[config.mk]
export PLATFORM = sky130hd
export DESIGN_NAME = cpu_datapath_flat
export DESIGN_NICKNAME = d
export VERILOG_FILES = /design/src/rtl/cpu_datapath_if.sv /design/src/rtl/cpu_datapath.sv /design/src/flat_wrapper.sv
export SDC_FILE = /design/constraint.sdc
export NUM_CORES = 1
export LEC_CHECK = 0
export ABC_AREA = 1
export BUFFER_PORTS_ARGS = -buffer_cell sky130_fd_sc_hd__buf_2
export CAP_MARGIN = 0
export CELL_PAD_IN_SITES_DETAIL_PLACEMENT = 1
export CELL_PAD_IN_SITES_GLOBAL_PLACEMENT = 1
export CORE_MARGIN = 10
export CORE_UTILIZATION = 46
export DETAILED_ROUTE_END_ITERATION = 10
export PLACE_DENSITY = 0.91
export SETUP_SLACK_MARGIN = 0.2
export SYNTH_ARGS = -nofsm -noshare
export SYNTH_HDL_FRONTEND = slang
export SYNTH_SLANG_ARGS = --single-unit
[constraint.sdc]
create_clock -name clk -period 3.2 [get_ports clk]
set_input_delay 0.64 -clock clk [delete_from_list [all_inputs] [get_ports clk]]
set_output_delay 0.64 -clock clk [all_outputs]
set_load 0.02 [all_outputs]
[src/rtl/cpu_datapath_if.sv]
// Control/status bundle between the accumulator-CPU controller (plus its
// instruction memory) and the datapath.
interface cpu_datapath_if;
   logic [7:0] imem_addr;
   logic [7:0] imem_data;
   logic       loadIR;
   logic       incPC;
   logic       loadPC;
   logic       selPC;
   logic       loadAcc;
   logic [1:0] selACC;
   logic       loadReg;
   logic [3:0] aluOp;
   logic       halt;
   logic [7:0] instr;
   logic       flagZ;
   logic       flagN;
   logic [7:0] acc_out;
   logic [7:0] pc_out;

   modport master (
      output imem_data, loadIR, incPC, loadPC, selPC, loadAcc, selACC,
             loadReg, aluOp, halt,
      input  imem_addr, instr, flagZ, flagN, acc_out, pc_out
   );

   modport slave (
      input  imem_data, loadIR, incPC, loadPC, selPC, loadAcc, selACC,
             loadReg, aluOp, halt,
      output imem_addr, instr, flagZ, flagN, acc_out, pc_out
   );
endinterface

[src/rtl/cpu_datapath.sv]
// Datapath of the 8-bit accumulator CPU: PC, IR, ACC, 16x8 register file and
// ALU. Purely a responder; all sequencing comes from the controller.
module cpu_datapath #(
   parameter logic [7:0] PC_RESET = 8'h00,
   parameter int         RF_DEPTH = 16
) (
   input  logic           clk,
   input  logic           rst_n,
   cpu_datapath_if.slave  bus
);

   typedef enum logic [3:0] {
      ALU_ADD = 4'b0001,
      ALU_SUB = 4'b0010,
      ALU_NOR = 4'b0011,
      ALU_SHL = 4'b1011,
      ALU_SHR = 4'b1100
   } alu_op_e;

   logic [7:0] pc;
   logic [7:0] ir;
   logic [7:0] acc;
   logic [7:0] rf [RF_DEPTH];

   logic [3:0] opr;
   logic [7:0] rf_rd;
   logic [7:0] alu_y;
   logic [7:0] acc_src;
   logic [7:0] pc_tgt;

   assign opr   = ir[3:0];
   assign rf_rd = rf[opr];

   // NOTE: every combinational output gets a default first so no path
   // through the case statements can infer a latch.
   always_comb begin
      alu_y = acc;
      case (bus.aluOp)
         ALU_ADD: alu_y = rf_rd + acc;
         ALU_SUB: alu_y = rf_rd - acc;
         ALU_NOR: alu_y = ~(rf_rd | acc);
         ALU_SHL: alu_y = {acc[6:0], 1'b0};
         ALU_SHR: alu_y = {1'b0, acc[7:1]};
         default: alu_y = acc;
      endcase
   end

   always_comb begin
      acc_src = acc;
      case (bus.selACC)
         2'b00:   acc_src = alu_y;
         2'b01:   acc_src = rf_rd;
         2'b10:   acc_src = {4'b0000, opr};
         default: acc_src = acc;
      endcase
   end

   assign pc_tgt = bus.selPC ? {4'b0000, opr} : rf_rd;

   // NOTE: non-blocking assignments make every register sample pre-edge
   // values, which is what gives RF the old ACC and loadPC the old RF entry.
   always_ff @(posedge clk or negedge rst_n) begin
      if (!rst_n) begin
         pc  <= PC_RESET;
         ir  <= 8'h00;
         acc <= 8'h00;
      end else if (!bus.halt) begin
         if (bus.loadPC)
            pc <= pc_tgt;
         else if (bus.incPC)
            pc <= pc + 8'd1;
         if (bus.loadIR)
            ir <= bus.imem_data;
         if (bus.loadAcc)
            acc <= acc_src;
      end
   end

   // NOTE: the register file lives in flops and is cleared by reset, so it
   // cannot map onto a reset-less RAM macro.
   always_ff @(posedge clk or negedge rst_n) begin
      if (!rst_n) begin
         for (int i = 0; i < RF_DEPTH; i++)
            rf[i] <= 8'h00;
      end else if (!bus.halt && bus.loadReg) begin
         rf[opr] <= acc;
      end
   end

   assign bus.imem_addr = pc;
   assign bus.instr     = ir;
   assign bus.flagZ     = (acc == 8'h00);
   assign bus.flagN     = acc[7];
   assign bus.acc_out   = acc;
   assign bus.pc_out    = pc;

endmodule
[src/flat_wrapper.sv]
// flat-port wrapper written by rule: the top's interface ports become plain ports
module cpu_datapath_flat 
#(
   parameter logic [7:0] PC_RESET = 8'h00,
   parameter int         RF_DEPTH = 16
)
  (clk, rst_n, bus_imem_data, bus_loadIR, bus_incPC, bus_loadPC, bus_selPC, bus_loadAcc, bus_selACC, bus_loadReg, bus_aluOp, bus_halt, bus_imem_addr, bus_instr, bus_flagZ, bus_flagN, bus_acc_out, bus_pc_out);
  cpu_datapath_if bus_i ();
  input  logic clk;
  input  logic rst_n;
  input wire logic [$bits(bus_i.imem_data)-1:0] bus_imem_data;
  input wire logic [$bits(bus_i.loadIR)-1:0] bus_loadIR;
  input wire logic [$bits(bus_i.incPC)-1:0] bus_incPC;
  input wire logic [$bits(bus_i.loadPC)-1:0] bus_loadPC;
  input wire logic [$bits(bus_i.selPC)-1:0] bus_selPC;
  input wire logic [$bits(bus_i.loadAcc)-1:0] bus_loadAcc;
  input wire logic [$bits(bus_i.selACC)-1:0] bus_selACC;
  input wire logic [$bits(bus_i.loadReg)-1:0] bus_loadReg;
  input wire logic [$bits(bus_i.aluOp)-1:0] bus_aluOp;
  input wire logic [$bits(bus_i.halt)-1:0] bus_halt;
  output wire logic [$bits(bus_i.imem_addr)-1:0] bus_imem_addr;
  output wire logic [$bits(bus_i.instr)-1:0] bus_instr;
  output wire logic [$bits(bus_i.flagZ)-1:0] bus_flagZ;
  output wire logic [$bits(bus_i.flagN)-1:0] bus_flagN;
  output wire logic [$bits(bus_i.acc_out)-1:0] bus_acc_out;
  output wire logic [$bits(bus_i.pc_out)-1:0] bus_pc_out;
  assign bus_i.imem_data = bus_imem_data;
  assign bus_i.loadIR = bus_loadIR;
  assign bus_i.incPC = bus_incPC;
  assign bus_i.loadPC = bus_loadPC;
  assign bus_i.selPC = bus_selPC;
  assign bus_i.loadAcc = bus_loadAcc;
  assign bus_i.selACC = bus_selACC;
  assign bus_i.loadReg = bus_loadReg;
  assign bus_i.aluOp = bus_aluOp;
  assign bus_i.halt = bus_halt;
  assign bus_imem_addr = bus_i.imem_addr;
  assign bus_instr = bus_i.instr;
  assign bus_flagZ = bus_i.flagZ;
  assign bus_flagN = bus_i.flagN;
  assign bus_acc_out = bus_i.acc_out;
  assign bus_pc_out = bus_i.pc_out;
  cpu_datapath #(.PC_RESET(PC_RESET), .RF_DEPTH(RF_DEPTH)) u_core (.clk(clk), .rst_n(rst_n), .bus(bus_i));
endmodule
# [Word level (Yosys, flattened, before mapping)]
# Index checks and enable logic that the tools add are counted.
[word_totals] reg_bits=152 in_bits=23
[classes] mux=11 n_eq_ne=8 n_bitwise=4 magnitude_cmp=2 n_reduce_logical=10 n_addsub=3
[ops] operator="128-bit bitwise mux" count=1
[ops] operator="8-bit two-way mux" count=6
[ops] operator="8-bit one-hot mux with 5 select lines" count=1
[ops] operator="8-bit binary-select mux with 4-bit select" count=1
[ops] operator="8-bit demux with 4-bit select" count=1
[ops] operator="8-bit one-hot mux with 3 select lines" count=1
[ops] operator="8-bit by 1-bit adder with 8-bit output, second input constant" count=1
[ops] operator="8-bit adder" count=1
[ops] operator="4-bit by 2-bit equality test with 1-bit output, second input constant" count=2
[ops] operator="4-bit equality test, second input constant" count=2
[ops] operator="8-bit logical NOT" count=1
[ops] operator="8-bit NOT" count=1
[ops] operator="8-bit bitwise OR" count=1
[ops] operator="8-bit subtractor" count=1
[ops] operator="6-bit inequality test, second input constant" count=1
[ops] operator="5-bit greater-or-equal comparator, second input constant" count=1
[ops] operator="5-bit by 1-bit less-than comparator with 1-bit output, second input constant" count=1
[ops] operator="4-bit NOT with 5-bit output" count=1
[ops] operator="4-bit by 1-bit equality test with 1-bit output, second input constant" count=1
[ops] operator="2-bit AND reduction" count=2
[ops] operator="4-bit AND reduction" count=1
[ops] operator="3-bit nonzero test" count=1
[ops] operator="2-bit by 1-bit equality test with 1-bit output, second input constant" count=1
[ops] operator="2-bit equality test, second input constant" count=1
[ops] operator="5 further kinds" count=6

# [Depth between registers and ports, before layout]
# Gate-level depths: netlist of run 1.
[depth] depth_word=8 depth_mapped=23

# [Worst setup path before layout of run 1]
# No wires, ideal clock.
[synth_path] kind="reg2reg" startpoint="register u_core.acc[0] (netlist: u_core.bus.acc_out[0])" endpoint="register u_core.acc[7] (netlist: u_core.bus.acc_out[7])" stages_incl_launch_ff=22 arrival_ns=2.864 setup_slack_ns=0.258 setup_time_ns=0.077 required_ns=3.123 path_cell_list="dfrtp_1 -> inv_1 -> clkbuf_1 -> clkbuf_1 -> ha_1 -> inv_1 -> nor3_1 -> nand3_1 -> nand2_1 -> xor2_1 -> inv_1 -> ha_1 -> a21oi_1 -> o21ai_0 -> a21o_1 -> inv_1 -> nand3_1 -> nand2_1 -> nand2_1 -> nand2_1 -> nand2_1 -> a21oi_1"
[synth_between] elab_chain_len=3 elab_cells_between_ends=4
[synth_rtl] element="from (decl)" line_no="cpu_datapath.sv:22" text="logic [7:0] acc;"
[synth_rtl] element="from (signal assigned)" line_no="cpu_datapath.sv:75" text="acc <= acc_src;"
[synth_rtl] element="8-bit subtractor / 8-bit adder (equally long branches)" line_no="cpu_datapath.sv:40, cpu_datapath.sv:39"
[synth_rtl] element="8-bit one-hot mux with 5 select lines *" line_no="cpu_datapath.sv:38" text="case (bus.aluOp)"
[synth_rtl] element="8-bit one-hot mux with 3 select lines *" line_no="cpu_datapath.sv:50" text="case (bus.selACC)"
# Every way passes the cells marked *; elsewhere a longest branch is shown, timed or not.
# A chain may end at the register's enable or synchronous reset.

# [Worst setup path after layout of run 1]
[layout_path] startpoint="register u_core.ir[1] (netlist: u_core.bus.instr[1])" endpoint="register u_core.acc[6] (netlist: u_core.bus.acc_out[6])"
[layout_between] elab_chain_len=8 elab_cells_between_ends=10
[layout_rtl] element="from (decl)" line_no="cpu_datapath.sv:21" text="logic [7:0] ir;"
[layout_rtl] element="from (signal assigned)" line_no="cpu_datapath.sv:73" text="ir <= bus.imem_data;"
[layout_rtl] element="4-bit NOT with 5-bit output (implied by the code) *" line_no="cpu_datapath.sv:32" text="assign rf_rd = rf[opr];"
[layout_rtl] element="8-bit binary-select mux with 4-bit select *" line_no="cpu_datapath.sv:32"
[layout_rtl] element="8-bit two-way mux (implied by the code) * (2 in a row)" line_no="cpu_datapath.sv:32"
[layout_rtl] element="branches (longest 3 deep; another with 8-bit subtractor)"
[layout_rtl] element="8-bit one-hot mux with 3 select lines *" line_no="cpu_datapath.sv:50"
# Every way passes the cells marked *. The select of a mux whose other input is x is not followed.

==> impl_metrics.ini, run 1 <==
[status]
status = finished, final reports clean

[die]
initial_core_util_pct = 47.0
core.rowCount = 47
die_w_um = 150
die-area_mm2 = 0.0225
die_h_um = 150
coreArea_mm2 = 0.0166
io_pins = 57

[cells_and_area]
diodes = 0
nNetsFinal = 1055
fin_area_mm2 = 0.00945
multi_input_comb_area_mm2 = 0.00364
final_util_pct = 57.0
fill_cells = 1951
layout-drive-gt1-share_pct = 21.9
stdcell_count = 1250
synthToLayoutAreaGrowth_pct = 21.4
regArea_mm2 = 0.00380

[global_routing]
antenna_found_initial = 1
overflow = 0
grt_max_degree = 75
track_usage_pct = 24.2
grt_pass1_vias = 7857
grt_first_pass_wirelength_um = 42900

[power]
p_clk_share_pct = 22.9
ir_worst_vdd_uv = 477
power.static_leakage_nw = 4.61
p_int_mw = 5.34
p_comb_share_pct = 42.3
switching_share_pct = 42.7
cellPowerDensity_mw_per_mm2 = 986
total_power_mw = 9.32
seqPwrFrac_pct = 34.8
switchingPower_mw = 3.98

[worst_setup_path]
critPathLaunchType = flop
path_max_fanout = 15
endpoint_kind = flop
crit_type = flop to flop
arrival_ps = 3480
crit_required_ps = 3530

[place]
gp_routability_congestion = 0.850
io_buffers = 56
post-place-ws_ps = 17.9
post_dp_cell_area_mm2 = 0.00830
hpwl_um = 17400
placed_cells = 1190

[sta]
fin_crit_ps = 3160
slew-limit-headroom_pct = 46.8
finalMaxSlewViolations = 0
rsz0062_at_grt = true
worst_slack_ps = 42.1
period_share_pct = 98.7
fmax_mhz = 317
fin_setup_tns_ps = 0
hold_viol_final = 0
worst_pin_slew_ps = 795
setup_viol = 0
whs_ps = 211
finalClockSkew_ps = 16.6

[synth]
synth_area_mm2 = 0.00779
ys_warn_count = 0
synth_top_cell_by_area = dfrtp_1
ys_top_cells_by_area = dfrtp_1, nand2_1, o21ai_0
netlist-cell-type-count = 39
syn_nets = 975
postSynthCellCount = 937
synth.top_cell.area_share_pct = 48.9
seq_area_frac_synth_pct = 48.9
avgSynthCellArea_um2 = 8.31
ys_seq_elements = 152

[route]
wirelength_um = 31600
wire_per_inst_um = 25.3
dr.pass1.iters = 7
drt_iter0_markers = 928
ant_nets = 0
drc = 0
vias_per_cell = 6.34
via_count = 7926

[job]
max_cap_viol_count = 0

[cts]
cts_buffers = 17
cts_tree = yes
clock-sinks = 152
cts_root_buf = clkbuf_16
clk_pin_slew_ps = 70
htree_levels = 4
clock_latency_ps = 450
clockBufferDepth = 2

[hold_path]
hp-class = input pin to asynchronous set/reset pin
## cells in the final DEF, fill, tap and decap left out, types with 2 or more instances in the layout
master | netlist | layout
clkbuf_16 | 0 | 20
inv_8 | 0 | 2
clkbuf_8 | 0 | 2
a221oi_1 | 3 | 3
nand3b_1 | 2 | 2
nor2_2 | 5 | 4
clkinv_2 | 0 | 3
a22oi_1 | 54 | 43
inv_2 | 7 | 7
buf_2 | 2 | 55
nor2_1 | 28 | 27
xor2_1 | 10 | 10
a21oi_2 | 1 | 5
bufinv_16 | 0 | 3
o21ai_0 | 148 | 146
clkbuf_1 | 34 | 2
a22oi_2 | 9 | 20
a31oi_1 | 5 | 5
nand3_1 | 17 | 17
nand2_2 | 1 | 13
clkinvlp_4 | 0 | 3
nand2_1 | 317 | 305
inv_1 | 46 | 44
mux2_2 | 4 | 4
buf_4 | 10 | 47
buf_6 | 11 | 7
nor3_1 | 5 | 5
ha_1 | 14 | 8
a21oi_1 | 27 | 22
buf_12 | 0 | 5
nor3_2 | 3 | 3
ha_4 | 0 | 6
o22ai_1 | 6 | 6
nor2_4 | 3 | 5
inv_6 | 1 | 2
dfrtp_1 | 152 | 151
o21ai_1 | 2 | 3
## power groups by stage
stage               clock network (mW)  logic, mW  registers (mW)
floorplan                            0       2.01            3.09
global placement                     0       2.86            3.13
detailed placement                   0       3.03            3.15
CTS                               2.12       3.23            3.16
global route                      2.22       4.21            3.29
finish                            2.13       3.94            3.25
## routing by layer
metal	part of all wire, %	GRT usage, %	wire length, um
met4	5.5	10.7	1730
met1	38	29.8	12000
met2	47	39.1	14900
met3	9.2	6.75	2910
met5	0.041	0	13
## area by class of cell
cell class | count | share of cell area, %
inverter | 55 | 2.40
clock inverter | 11 | 1.54
multi-input combinational | 673 | 38.5
timing repair buffer | 118 | 9.49
tap | 220 | 2.91
clock buffer | 21 | 4.87
sequential | 152 | 40.3
## cells by family after synthesis
kind of cell	synth area share, %
AOI/OAI and AO/OA	19.6
xor gates and xnor gates	1.24
adders and majority gates	2.51
buffers and inverters	7.04
DFF	48.9
muxes	0.578
and+or+nand+nor	20.2
## worst max-delay path, cell delays in order (launching register included)
cell and delay, ps:
dfrtp_2 490, buf_6 150, nand2_4 100, inv_8 80, buf_6 140, a22oi_2 230
nand2_1 90, nand2_1 70, nand2_1 80, nor2_2 170, inv_2 100, ha_4 260
a21oi_2 190, o21ai_2 100, nand2_1 90, nand2_2 60, a21oi_2 150, inv_1 70
nand2_1 70, nand2_1 50, nand2_1 50, nand3b_1 90, nand2_1 90, a21oi_2 60
## cells in the mapped netlist, drive strengths merged
| cell | count |
|---|---|
| nand3b | 2 |
| a21o | 1 |
| a22oi | 63 |
| a31oi | 5 |
| or2 | 2 |
| a21oi | 28 |
| ha | 14 |
| mux2 | 4 |
| nand2 | 319 |
| dfrtp | 152 |
| o21ai | 150 |
| xnor2 | 1 |
| fa | 1 |
| o22ai | 6 |
| clkinv | 1 |
| clkbuf | 34 |
| nand3 | 18 |
| inv | 54 |
| nor2 | 37 |
| o21a | 1 |
| a221oi | 3 |
| nor3 | 8 |
| xor2 | 10 |
| buf | 23 |
## final timing paths
path                                      from                     to  slack [ps]  depth (start not counted)
setup / recovery           u_core.bus.instr[1]  u_core.bus.acc_out[6]          40                         23
hold / removal                           rst_n         u_core.rf[116]         210                          1
min in group clk              bus_imem_data[6]    u_core.bus.instr[6]         430                          2
hold reg to reg                  u_core.rf[23]          u_core.rf[23]         490                          2
max in group asynchronous                rst_n          u_core.rf[42]        2180                          2
setup reg to reg           u_core.bus.instr[1]  u_core.bus.acc_out[6]          40                         23
## flip-flops by register name, summed over array words and instances, names as in the netlist
signal,count
u_core.rf,128
u_core.bus.acc_out,8
u_core.bus.imem_addr,8
u_core.bus.instr,8
## repair_timing
action | 4_1_cts | 5_1_grt
endpoints found under the setup margin | 6 | 5
gates resized for setup | 10 | 50
cloned | 0 | 4
setup buffers | 8 | 16
hold buffers | 0 | 0
pin swaps | 5 | 27
Note: power is estimated with default switching activity, not from simulation.
==> run 2, diff against run 1 <==
- ABC_AREA: 1 -> not set
- CELL_PAD_IN_SITES_DETAIL_PLACEMENT: 1 -> 0
- CELL_PAD_IN_SITES_GLOBAL_PLACEMENT: 1 -> 2
- CORE_UTILIZATION: 46 -> 42
==> run 2 against run 1 <==
Net effect: the run now ends with negative setup slack left; critical endpoint is now u_core.bus.acc_out[3]; combinational power fell by 2%; synthesized cell count fell by 33%; largest power group unchanged; maximum frequency down 1.5%; clock power is 2% lower; worst setup slack worse by 48 ps.
==> impl_metrics.ini, run 2 <==
[status]
status = complete, but fails checks
violations = negative setup slack

[synth]
seq_area_frac_synth_pct = 48.2
ys_warn_count = 0
ys.flop_type = dfrtp_1
synth_top_cell_by_area = dfrtp_1
avgSynthCellArea_um2 = 12.5
synth_edf_count = 0
netlist-cell-type-count = 58
synth.top_cell.area_share_pct = 48.2
postSynthCellCount = 632
synth_area_mm2 = 0.00789
syn_nets = 670
ys_top_cells_by_count = dfrtp_1, mux2_2, nand2_1
async_reset_ff_share_pct = 100
ys_seq_elements = 152
ys_top_cells_by_area = dfrtp_1, mux2_2, mux4_2
synth.most_common_cell = dfrtp_1

[worst_setup_path]
endpoint_kind = flop
worstReg2RegStart = u_core.bus.instr[0]
cp-startpoint = u_core.bus.instr[0]
reg2reg_setup_slack_ps = -6
arrival_ps = 3480
critPathLaunchType = flop
crit_type = flop to flop
crit_required_ps = 3470
path_max_fanout = 4

[sta]
fmax_mhz = 312
fin_crit_ps = 3210
hold_viol_final = 0
worst_slack_ps = -5.93
rsz0062_at_grt = true
finalClockSkew_ps = 8.87
finalMaxSlewViolations = 0
fin_setup_tns_ps = -5.93
worst_pin_slew_ps = 881
setup_viol = 1
period_share_pct = 100
whs_ps = 312
slew-limit-headroom_pct = 41.2

[cts]
clockBufferDepth = 2
clk_pin_slew_ps = 60
clock-sinks = 152
cts_tree = yes
htree_levels = 4
cts_root_buf = clkbuf_16
clock_latency_ps = 430
cts_hold_buf = 0
cts_buffers = 17

[global_routing]
antenna_found_initial = 0
overflow = 0
grt_max_degree = 92
grt_first_pass_wirelength_um = 32300
track_usage_pct = 16.9
grt_pass1_vias = 5736

[cells_and_area]
top_register = u_core.rf
fin_area_mm2 = 0.00931
final_common_cell = dfrtp_1
layout-drive-gt1-share_pct = 42.3
final_util_pct = 50.1
diodes = 0
largest_reg_flops = 128
stdcell_count = 941
nNetsFinal = 732
synthToLayoutAreaGrowth_pct = 18.0
final_cell_mix = dfrtp_1, mux2_2, buf_2, nand2_1

[route]
dr.pass1.iters = 5
via_count = 5422
ant_nets = 0
wire_per_inst_um = 21.6
vias_per_cell = 5.76
wirelength_um = 20300
drc = 0
drt_iter0_markers = 354

[die]
coreArea_mm2 = 0.0186
io_pins = 57
die_h_um = 157
die-area_mm2 = 0.0247
core.rowCount = 50
initial_core_util_pct = 42.5
die_w_um = 157

[place]
gp_routability_congestion = 0.881
hpwl_um = 14100
io_buffers = 56
post_dp_cell_area_mm2 = 0.00853
placed_cells = 899

[power]
ir_worst_vdd_uv = 515
power.static_leakage_nw = 4.13
cellPowerDensity_mw_per_mm2 = 1000

[job]
max_cap_viol_count = 0

[hold_path]
hp-class = input pin to asynchronous set/reset pin
-- run 2: through the flow --
step                      worst slack (ps)  power (mW)
after floorplan                      -42.8        5.83
after global placement                82.1        6.78
after detailed placement              50.2        6.95
after CTS                             33.0        9.23
after global routing                  -137        9.89
final                                -5.93        9.35
-- run 2: what timing repair did --
| action | CTS | global route |
|---|---|---|
| setup endpoints to repair | 5 | 7 |
| cloned | 1 | 0 |
| pin swaps | 2 | 5 |
| buffers inserted | 5 | 4 |
| resized for setup | 6 | 6 |
-- run 2: metal layers --
metal  track usage [%]  part of all wire [%]  vias up
met4              7.48                   3.3        0
met1              20.9                    42     2810
met3              4.64                   5.9       35
li1                  -                     -     2430
met5                 0                     0        -
met2              27.0                    48      147
-- run 2: critical path, stage by stage (launching register included) --
cell and delay [ps]:
dfrtp_2 490, buf_12 140, buf_16 100, mux4_2 500
mux4_2 520, ha_1 330, nand2b_1 100, nand2b_1 80
a21oi_2 160, xnor2_1 100, a221o_1 360, nand2_1 70
a31oi_1 80
-- run 2: cells by family after synthesis --
logic type      share of synthesized area [%]
buf+inv                                  4.26
xor+xnor                                 1.44
fa+ha+maj                                2.60
mux                                      28.5
simple gates                             7.40
flops                                    48.2
compound gates                           7.56
-- run 2: final timing paths --
check / endpoint / depth (start not counted)
max: u_core.bus.acc_out[3] / 12
min: u_core.rf[83] / 1
max reg2reg: u_core.bus.acc_out[3] / 12
min reg2reg: u_core.rf[121] / 2
max in group asynchronous: u_core.bus.acc_out[0] / 2
min in group clk: u_core.bus.instr[7] / 2
-- run 2: final cells by class --
type / instances / area, um2
fill: 1547 / 9270
timing repair buffer: 97 / 689
multi-input combinational: 413 / 3860
clock buffer: 23 / 478
inverter: 13 / 48.8
tap: 234 / 293
clock inverter: 9 / 136
sequential: 152 / 3800
-- run 2: where the power goes --
group	switching [mW]	internal, mW
Sequential	0.642	2.74
Combinational	1.84	2.04
Clock	0.798	1.30
==> run 3, diff against run 2 <==
- CORE_ASPECT_RATIO: not set -> 1.75
- CORE_UTILIZATION: 42 -> 45
- PLACE_DENSITY: 0.91 -> 0.95
- clock period: 3.2 -> 3.85 ns (I/O delays scaled with it)
==> run 3 against run 2 <==
Net effect: the run now ends clean; die area down 5.0%; global-route usage up 1.4 points; sequential power down 17%; total power down 22%; utilization up 1.5 points.
==> impl_metrics.ini, run 3 (synthesis gave the netlist of run 2 again) <==
[cells_and_area]
final_cell_mix = dfrtp_1, mux2_2, buf_2, nand2_1
largest_reg_flops = 128
final_common_cell = dfrtp_1
layout-drive-gt1-share_pct = 38.7
diodes = 0
synthToLayoutAreaGrowth_pct = 13.7
final_util_pct = 51.6
nNetsFinal = 711
fill_cells = 1497
top_register = u_core.rf
stdcell_count = 916

[global_routing]
grt_first_pass_wirelength_um = 33200
grt_max_degree = 115
antenna_found_initial = 0
track_usage_pct = 18.2
grt_pass1_vias = 5811
overflow = 0

[route]
wirelength_um = 20900
ant_nets = 0
drt_iter0_markers = 385
via_count = 5410
dr.pass1.iters = 5
drc = 0
wire_per_inst_um = 22.8
vias_per_cell = 5.91

[die]
die_h_um = 195
die_w_um = 120
initial_core_util_pct = 45.4
core.rowCount = 64
io_pins = 57
die-area_mm2 = 0.0234
coreArea_mm2 = 0.0174

[worst_setup_path]
critPathLaunchType = flop
arrival_ps = 3820
crit_type = flop to flop
endpoint_kind = flop
path_max_fanout = 22
crit_required_ps = 4200

[place]
placed_cells = 882
io_buffers = 56
hpwl_um = 15300
post-place-ws_ps = 103
gp_routability_congestion = 0.935

[sta]
fin_setup_tns_ps = 0
hold_viol_final = 0
worst_pin_slew_ps = 1070
whs_ps = 485
period_share_pct = 90.1
finalMaxSlewViolations = 0
slew-limit-headroom_pct = 29.0
rsz0062_at_grt = false
fin_crit_ps = 3470
finalClockSkew_ps = 8.42
worst_slack_ps = 380
setup_viol = 0
fmax_mhz = 288

[power]
power.static_leakage_nw = 3.98
cellPowerDensity_mw_per_mm2 = 812
ir_worst_vdd_uv = 309

[cts]
clk_pin_slew_ps = 60
cts_tree = yes
clockBufferDepth = 2
cts_root_buf = clkbuf_16
clock_latency_ps = 420
clock-sinks = 152
cts_hold_buf = 0
htree_levels = 4
cts_buffers = 17

[job]
max_cap_viol_count = 0

[hold_path]
hp-class = input pin to asynchronous set/reset pin

[status]
status = finished, final reports clean
[run 3: cell count changes in the layout (fill, tap and decap cells not counted), moves of 3 or more]
cell / change
ha_1: +4
a21oi_1: +3
buf_12: -3
ha_4: -4
buf_4: -17
[run 3: per-stage QoR]
stage / instance area, um2 / total power [mW]
4_1_cts: 8930 / 7.28
3_5_place_dp: 8320 / 5.56
5_1_grt: 8970 / 7.68
2_1_floorplan: 7900 / 4.76
6_report: 8970 / 7.28
3_3_place_gp: 8320 / 5.41
[run 3: timing repair]
action	CTS	global route
pin swaps	0	0
resized for setup	2	0
setup buffers	0	3
setup endpoints to repair	3	4
[run 3: worst max-delay path: stages, from the launching register on]
cell	delay [ps]
dfrtp_4	460
buf_12	130
buf_4	330
mux4_2	580
mux4_2	580
ha_1	400
a21oi_1	150
o21ai_0	120
xnor2_1	140
o311a_1	320
a31oi_1	160
[run 3: layout make-up]
type / instances / area [um2] / area share, %
flip-flops and latches: 152 / 3810 / 42.4
multi-input cells: 413 / 3760 / 41.9
repair buffers: 76 / 474 / 5.28
clock buffers: 20 / 447 / 4.98
well taps: 231 / 289 / 3.22
clock inverters: 11 / 149 / 1.66
inverters: 13 / 48.8 / 0.544
[run 3: report_power, final]
part           switching [mW]  internal (mW)
clock                   0.649           1.03
combinational            1.38           1.41
sequential              0.538           2.27
[run 3: routing by layer]
layer  share of wire [%]  vias to the layer above  track usage [%]  wire length, um
met4                 4.6                        0             10.1              966
met1                  35                     2796             17.9             7250
met5                   0                        -                0                0
met3                 3.7                       56             3.47              783
li1                    -                     2393                -                -
met2                  57                      165             34.5            11900
[run 3: final timing paths]
kind | from | end | slack (ps) | cells past startpoint
max in group asynchronous | rst_n | u_core.rf[57] | 2450 | 2
min in group clk | u_core.rf[96] | u_core.rf[96] | 490 | 2
setup reg to reg | u_core.bus.instr[0] | u_core.bus.acc_out[6] | 380 | 10
hold reg to reg | u_core.rf[96] | u_core.rf[96] | 490 | 2
hold / removal | rst_n | u_core.bus.imem_addr[2] | 490 | 1
setup / recovery | u_core.bus.instr[0] | u_core.bus.acc_out[6] | 380 | 10
